--- src/rtl/debug_pkg.sv ---
// Shared constants, parser state encoding and hex decoding for the debug command link.
package debug_pkg;

  localparam logic [7:0] CH_H  = 8'h48;
  localparam logic [7:0] CH_C  = 8'h43;
  localparam logic [7:0] CH_S  = 8'h53;
  localparam logic [7:0] CH_B  = 8'h42;
  localparam logic [7:0] CH_X  = 8'h58;
  localparam logic [7:0] CH_CR = 8'h0D;
  localparam logic [7:0] CH_LF = 8'h0A;

  typedef enum logic [1:0] {
    P_IDLE = 2'd0,
    P_HEX  = 2'd1,
    P_TERM = 2'd2,
    P_ERR  = 2'd3
  } parse_state_t;

  // Returns {valid, nibble}; valid is low for anything outside 0-9, A-F, a-f.
  function automatic logic [4:0] hex_to_nibble(input logic [7:0] ch);
    logic [4:0] r;
    r = 5'b0_0000;
    if (ch >= 8'h30 && ch <= 8'h39)      r = {1'b1, 4'(ch - 8'h30)};
    else if (ch >= 8'h41 && ch <= 8'h46) r = {1'b1, 4'(ch - 8'h37)};
    else if (ch >= 8'h61 && ch <= 8'h66) r = {1'b1, 4'(ch - 8'h57)};
    return r;
  endfunction

endpackage

--- src/rtl/uart_rx.sv ---
// 8N1 UART receiver: synchronised rx, mid-bit sampling, glitch rejection on the start bit.
module uart_rx #(
  parameter int CLKS_PER_BIT = 868
) (
  input  logic       clk,
  input  logic       rst_n,
  input  logic       rx,
  output logic [7:0] byte_data,
  output logic       byte_valid,
  output logic       frame_err
);

  localparam int CW = $clog2(CLKS_PER_BIT);

  typedef enum logic [2:0] {R_IDLE, R_START, R_DATA, R_STOP, R_WAIT} rx_state_t;

  rx_state_t      state_reg;
  logic [CW-1:0]  cnt_reg;
  logic [2:0]     bit_reg;
  logic           rx_meta_reg, rx_sync_reg, rx_prev_reg;

  always_ff @(posedge clk or negedge rst_n) begin
    if (!rst_n) begin
      rx_meta_reg <= 1'b1;
      rx_sync_reg <= 1'b1;
      rx_prev_reg <= 1'b1;
      state_reg   <= R_IDLE;
      cnt_reg     <= '0;
      bit_reg     <= '0;
      byte_data   <= '0;
      byte_valid  <= 1'b0;
      frame_err   <= 1'b0;
    end else begin
      rx_meta_reg <= rx;
      rx_sync_reg <= rx_meta_reg;
      rx_prev_reg <= rx_sync_reg;
      byte_valid  <= 1'b0;
      frame_err   <= 1'b0;
      cnt_reg     <= cnt_reg + 1'b1;
      case (state_reg)
        R_IDLE: begin
          cnt_reg <= '0;
          if (rx_prev_reg && !rx_sync_reg) state_reg <= R_START;
        end
        R_START: if (cnt_reg == CW'(CLKS_PER_BIT / 2 - 1)) begin
          cnt_reg   <= '0;
          bit_reg   <= '0;
          state_reg <= rx_sync_reg ? R_IDLE : R_DATA;
        end
        R_DATA: if (cnt_reg == CW'(CLKS_PER_BIT - 1)) begin
          cnt_reg   <= '0;
          byte_data <= {rx_sync_reg, byte_data[7:1]};
          bit_reg   <= bit_reg + 1'b1;
          if (bit_reg == 3'd7) state_reg <= R_STOP;
        end
        R_STOP: if (cnt_reg == CW'(CLKS_PER_BIT - 1)) begin
          if (rx_sync_reg) begin
            byte_valid <= 1'b1;
            state_reg  <= R_IDLE;
          end else begin
            frame_err  <= 1'b1;
            state_reg  <= R_WAIT;
          end
        end
        default: if (rx_sync_reg) state_reg <= R_IDLE;
      endcase
    end
  end

endmodule

--- src/rtl/debug_cmd_rx.sv ---
// Parses host ASCII command lines into halt/step/breakpoint controls for the CPU core.
module debug_cmd_rx
  import debug_pkg::*;
#(
  parameter int CLKS_PER_BIT = 868,
  parameter int ADDR_DIGITS  = 4
) (
  input  logic                     clk,
  input  logic                     rst_n,
  input  logic                     rx,
  input  logic [15:0]              pc,
  output logic                     halt,
  output logic                     step,
  output logic [4*ADDR_DIGITS-1:0] bp_addr,
  output logic                     bp_enable,
  output logic                     cmd_ok,
  output logic                     cmd_error
);

  localparam int ADDR_W = 4 * ADDR_DIGITS;
  localparam int DW     = $clog2(ADDR_DIGITS + 1);

  logic [7:0]        byte_data;
  logic              byte_valid, frame_err;
  parse_state_t      state_reg;
  logic [7:0]        cmd_reg;
  logic [ADDR_W-1:0] shadow_reg;
  logic [DW-1:0]     digit_cnt_reg;
  logic [15:0]       prev_pc_reg;
  logic              is_term, bp_hit;
  logic [4:0]        hex_nib;

  uart_rx #(.CLKS_PER_BIT(CLKS_PER_BIT)) u_rx (
    .clk        (clk),
    .rst_n      (rst_n),
    .rx         (rx),
    .byte_data  (byte_data),
    .byte_valid (byte_valid),
    .frame_err  (frame_err)
  );

  assign is_term = (byte_data == CH_CR) || (byte_data == CH_LF);
  assign hex_nib = hex_to_nibble(byte_data);
  // Edge-qualified so resuming from the breakpoint address does not immediately re-halt.
  assign bp_hit  = bp_enable && !halt && (pc == 16'(bp_addr)) && (pc != prev_pc_reg);

  always_ff @(posedge clk or negedge rst_n) begin
    if (!rst_n) begin
      state_reg     <= P_IDLE;
      cmd_reg       <= '0;
      shadow_reg    <= '0;
      digit_cnt_reg <= '0;
      prev_pc_reg   <= '0;
      halt          <= 1'b0;
      step          <= 1'b0;
      bp_addr       <= '0;
      bp_enable     <= 1'b0;
      cmd_ok        <= 1'b0;
      cmd_error     <= 1'b0;
    end else begin
      prev_pc_reg <= pc;
      step        <= 1'b0;
      cmd_ok      <= 1'b0;
      cmd_error   <= 1'b0;
      if (frame_err) begin
        state_reg <= P_ERR;
      end else if (byte_valid) begin
        case (state_reg)
          P_IDLE: if (!is_term) begin
            cmd_reg <= byte_data;
            if (byte_data inside {CH_H, CH_C, CH_S, CH_X}) begin
              state_reg <= P_TERM;
            end else if (byte_data == CH_B) begin
              state_reg     <= P_HEX;
              digit_cnt_reg <= '0;
            end else begin
              state_reg <= P_ERR;
            end
          end
          P_HEX: begin
            if (hex_nib[4]) begin
              shadow_reg    <= (shadow_reg << 4) | ADDR_W'(hex_nib[3:0]);
              digit_cnt_reg <= digit_cnt_reg + 1'b1;
              if (digit_cnt_reg == DW'(ADDR_DIGITS - 1)) state_reg <= P_TERM;
            end else if (is_term) begin
              cmd_error <= 1'b1;
              state_reg <= P_IDLE;
            end else begin
              state_reg <= P_ERR;
            end
          end
          P_TERM: begin
            if (is_term) begin
              cmd_ok    <= 1'b1;
              state_reg <= P_IDLE;
              case (cmd_reg)
                CH_H: halt <= 1'b1;
                CH_C: halt <= 1'b0;
                CH_S: step <= halt;
                CH_B: begin
                  bp_addr   <= shadow_reg;
                  bp_enable <= 1'b1;
                end
                default: bp_enable <= 1'b0;
              endcase
            end else begin
              state_reg <= P_ERR;
            end
          end
          default: if (is_term) begin
            cmd_error <= 1'b1;
            state_reg <= P_IDLE;
          end
        endcase
      end
      // Placed last so a hit overrides a concurrent continue.
      if (bp_hit) halt <= 1'b1;
    end
  end

endmodule

--- config.mk ---
export PLATFORM = sky130hd
export DESIGN_NAME = debug_cmd_rx
export DESIGN_NICKNAME = d
export VERILOG_FILES = /design/src/rtl/debug_pkg.sv /design/src/rtl/uart_rx.sv /design/src/rtl/debug_cmd_rx.sv
export SDC_FILE = /design/constraint.sdc
export NUM_CORES = 1
export LEC_CHECK = 0
export ABC_AREA = 1
export CAP_MARGIN = 5
export CORE_ASPECT_RATIO = 1.1
export CORE_UTILIZATION = 58
export DETAILED_ROUTE_END_ITERATION = 8
export GPL_ROUTABILITY_DRIVEN = 0
export PLACE_DENSITY = 0.91
export SETUP_SLACK_MARGIN = 0.1
export SKIP_LAST_GASP = 1
export SLEW_MARGIN = 0
export SYNTH_ARGS = -nofsm -noshare
export SYNTH_HDL_FRONTEND = slang
export SYNTH_SLANG_ARGS = --single-unit
--- constraint.sdc ---
create_clock -name clk -period 2.6 [get_ports clk]
set_clock_uncertainty 0.2 [all_clocks]
set_input_delay 0.39 -clock clk [delete_from_list [all_inputs] [get_ports clk]]
set_output_delay 0.39 -clock clk [all_outputs]
set_load 0.005 [all_outputs]
======== Word-level counts from Yosys, hierarchy flattened ========
Cells that the tools add are included.
word-level totals
  flip-flop bits (word level) ............. 95
  input bits .............................. 19
cells by class
  add/subtract/negate cells ............... 6
  $lt $le $gt $ge ......................... 6
  eq/ne operators ......................... 34
  mux-type cells .......................... 59
  bitwise logic cells ..................... 4
  reductions and logical operators ........ 34
operators with widths
  kind                                                               count
  == test 8 x 7 -> 1 bit, second input constant                      9
  two-way mux 3 bit                                                  13
  case mux 10 bit (3 select lines)                                   1
  two-way mux 1 bit                                                  23
  two-way mux 10 bit                                                 2
  two-way mux 2 bit                                                  10
  == test 16 bit                                                     1
  == test 8 x 4 -> 1 bit, second input constant                      2
  greater-or-equal comparator 8 x 7 -> 1 bit, second input constant  2
  less-or-equal comparator 8 x 7 -> 1 bit, second input constant     2
  inequality test 16 bit                                             1
  bitwise OR 16 x 4 -> 16 bit                                        1
  two-way mux 5 bit                                                  3
  AND reduction 5 bit                                                3
  case mux 3 bit (2 select lines)                                    2
  case mux 3 bit (4 select lines)                                    1
  AND reduction 4 bit                                                3
  nonzero test 2 bit                                                 6
  adder 10 x 1 -> 10 bit, second input constant                      1
  == test 10 bit, second input constant                              1
  == test 10 x 9 -> 1 bit, second input constant                     1
  inequality test 2 x 1 -> 1 bit, second input constant              5
  inequality test 2 bit, second input constant                       5
  nonzero test 5 bit                                                 2
  28 further kinds                                                   43

======== Logic depth before layout (Yosys ltp) ========
  depth in word-level cells ............... 9
  depth in mapped cells ................... 12
  gate-level depth less buffers ........... 11

======== Hierarchy ========
A second synthesis with hierarchy kept.
unflattened totals
  cells, all modules ...................... 560
  area total of the unflattened synthesis .. 4,805.9 um^2
by module, submodules not included
  module        instances  cells an instance  area each (um^2)  sequential area each (um^2)
  debug_cmd_rx  1          385                3,319.4           1,651.6
  uart_rx       1          175                1,486.4           729.4

======== Least setup slack after synthesis ========
OpenSTA, ideal clock, no wires.
  kind .................................... register -> register
  start point ............................. reg u_rx.byte_data[1]
  end point ............................... reg bp_addr[9]
  library setup time ...................... 118 ps
  data arrival time ....................... 1,489 ps
  data required time ...................... 2,282 ps
  path slack .............................. 794 ps
  stages on the path, launching flop included .. 11
  clock period less this slack ............ 1,806 ps
  cell sequence ........................... dfrtp_1 -> inv_1 -> ha_1 -> nand3_1 -> nand2_2 -> nand3_4 -> nor2_8 -> nand2_4 -> buf_6 -> nand2_1 -> o21ai_2
between the ends
  word-level cells in the longest chain between the ends .. 3
ends and longest elaborated chain
  element                                   RTL line             text
  from (decl)                               uart_rx.sv:8         output logic [7:0] byte_data,
  from (signal assigned)                    uart_rx.sv:52        byte_data <= {rx_sync_reg, byte_data[7:1]};
  == test 8 x 4 -> 1 bit                    debug_cmd_rx.sv:42   assign is_term = (byte_data == CH_CR) || (byte_data == CH_LF);
  logical OR 1 bit (*)                      debug_cmd_rx.sv:42
  AND reduction 5 bit (no source line) (*)  -
  to (signal assigned)                      debug_cmd_rx.sv:101  bp_addr <= shadow_reg;
  to (decl)                                 debug_cmd_rx.sv:14   output logic [4*ADDR_DIGITS-1:0] bp_addr,
Every way passes the cells marked *; elsewhere a longest branch is shown, timed or not.
A chain may end at the register's enable or synchronous reset.

======== Final worst setup path ========
  start point ............................. reg u_rx.byte_data[1]
  end point ............................... reg bp_addr[5]
Same word-level chain as after synthesis.

==> impl_metrics.yaml <==
run_status:
  status: "finished clean"
floorplan:
  start_util_pct: 59.9
  dieWidth_um: 88.2
  num_rows: 34
  die_h_um: 96.8
  pin_count: 40
  die_area_um2: 8540
  core_um2: 7910
hold_path:
  hold_class: "flop to flop"
finish:
  utilization_pct: 68.3
  area_delta_synth_final_pct: 14.0
  fill_cells: 587
  drive_gt1_share_pct: 11.2
  antenna_cells: 0
  nets: 615
  final_cells: 698
power:
  fin_total_pwr_mw: 2.89
  leakage_nw: 2.54
  p_per_area_nw_per_um2: 534
  irDropWorstVdd_uv: 370
setup_path:
  worstPathRequired_ps: 2660
  cp-end-kind: "flop"
  crit_fanout: 30
  worstPathArrival_ps: 2230
  cp-start-kind: "flop"
  worstSetupPathType: "flop to flop"
logic_synthesis:
  synth_top_area_share_pct: 48.6
  avgSynthCellArea_um2: 8.73
  ys_seq_area_share_pct: 50.2
  ys_warn_count: 0
  synth_top_cell_by_area: "dfrtp_1"
  syn_inst: 543
  synth_enable_flop_cells: 0
  synthTopCellsByArea: "dfrtp_1 (49%), nand2_1 (11%), inv_1 (5.0%), nand3_1 (3.7%), nor2_1 (3.2%)"
  synthArstFlopShare_pct: 100
  synth_fp_nets: 573
  syn-cell-area_um2: 4740
  synth_seq_cells: 95
  synthFlopType: "dfrtp_1"
  synth.distinct_cells: 36
job:
  drv_cap: 0
cts:
  numCtsBuffers: 9
  cts_root_buf: "clkbuf_8"
  clkSlewWorstSetupHoldPaths_ps: 100
  clk_latency_ps: 370
  post_cts_buffers: 0
  clockBufferDepth: 2
  clkSinkCount: 95
  h-tree-depth: 3
  cts_tree: "yes"
placed_design:
  dp_cells: 681
  hpwl_mm: 6.98
  io_buffers: 39
  dp_slack_ps: 472
timing:
  fin_ws_ps: 430
  tightest_slew_ps: 441
  setup-tns-final_ps: 0
  hold_viol: 0
  relSlewSlack_pct: 70.3
  max_freq_mhz: 461
  setup_violations: 0
  fin_crit_ps: 2170
  rsz0062_at_grt: "false"
  fin_crit_sh_pct: 83.5
  maxSlewViolCount: 0
route:
  via_per_inst: 5.26
  antenna_left: 0
  num_vias: 3672
  wl_per_cell_um: 13.4
  first_iter_violations: 189
  routed_wl_mm: 9.37
  drc: 0
  first_pass_iters: 5
global_route:
  first_global_vias: 3604
  overflow: 0
  grt_max_degree: 63
  antenna_found_initial: 0
  grt_pass1_wl_mm: 16.1
  grt_usage_pct: 24.3
==> where the power goes <==
group          internal [mW]  leakage (nW)  switching (mW)
Sequential              1.53          1.27          0.0450
Combinational          0.132          1.17           0.235
Clock                  0.377         0.101           0.569
Total                   2.04          2.54           0.849
==> worst max-delay path: stages (launching register included) <==
cell and delay [ps]:
dfrtp_1 440, inv_1 180, ha_1 220, nand3_1 100
nand2_2 150, nand3_4 120, nor2_8 160, nand2_4 230
nand2_1 180, o21ai_2 70
==> logic make-up after synthesis <==
| kind of cell | synth area share, % |
|---|---|
| xor+xnor | 4.99 |
| flops | 50.2 |
| buf+inv | 7.63 |
| compound gates | 7.63 |
| simple gates | 26.6 |
| fa+ha+maj | 2.90 |
==> layout by cell type, fill, tap and decap left out, drive strengths merged <==
cell type      instances
a21oi                  5
dlygate4sd3            1
clkdlybuf4s50         38
a21o                   1
clkbuf                 9
nand3                 40
ha                    11
nor3                  12
xnor2                 14
o22ai                  2
nor3b                  2
nand2                151
buf                    2
inv                   73
dfrtp                 92
nand3b                 4
o21bai                 1
nand4                  9
or2                    3
o21ai                 52
nor2                  47
dfstp                  3
clkinv                 5
xor2                  13
==> cell usage after synthesis (5+ instances only) <==
library cell / instances
inv_2: 6
xnor2_1: 14
nand3_1: 35
inv_1: 63
nor2_1: 40
o21ai_2: 12
o21ai_1: 18
dfrtp_1: 92
nand2_1: 143
ha_1: 11
nand2_2: 5
buf_6: 6
nor3_1: 9
o21ai_0: 22
nand4_1: 9
xor2_1: 13
==> per-stage QoR <==
| stage | area, um^2 | hold WS, ps |
|---|---|---|
| after floorplan | 4740 | -106 |
| after global placement | 5200 | 148 |
| after detailed placement | 5200 | 149 |
| after CTS | 5400 | 163 |
| after global routing | 5400 | 165 |
| final | 5400 | 162 |
==> cell type report <==
type	count	area [um^2]	area share, %
Clock buffer	9	124	2.29
Clock inverter	7	73.8	1.37
Inverter	71	274	5.07
Multi-Input combinational cell	367	2000	37.0
Sequential cell	95	2380	44.1
Tap cell	108	135	2.50
Timing Repair Buffer	41	418	7.73
==> per-layer routing <==
metal | part of all wire, % | global-route usage [%] | vias to the layer above | routed length, um
met2 | 50 | 41.9 | 101 | 4730
met5 | 0 | 0 | - | 0
met4 | 4.1 | 13.9 | 0 | 384
met3 | 3.8 | 3.16 | 29 | 358
li1 | - | - | 1802 | -
met1 | 42 | 28.3 | 1740 | 3900
==> path summary, 6_finish.rpt <==
| path | start | to | slack [ps] | depth (start not counted) |
|---|---|---|---|---|
| worst max register to register | u_rx.byte_data[1] | bp_addr[5] | 430 | 9 |
| worst min register to register | u_rx.rx_meta_reg | u_rx.rx_sync_reg | 160 | 0 |
| worst max-delay path | u_rx.byte_data[1] | bp_addr[5] | 430 | 9 |
| worst min-delay path | u_rx.rx_meta_reg | u_rx.rx_sync_reg | 160 | 0 |
| max in group asynchronous | rst_n | shadow_reg[12] | 1230 | 3 |
| min in group asynchronous | rst_n | cmd_reg[4] | 310 | 2 |
==> repair_timing <==
action	CTS	global route
resized for setup	0	0
hold buffers	1	0
setup endpoints to repair	0	0
hold endpoints to repair	30	0
(Power assumes the default switching activity.)
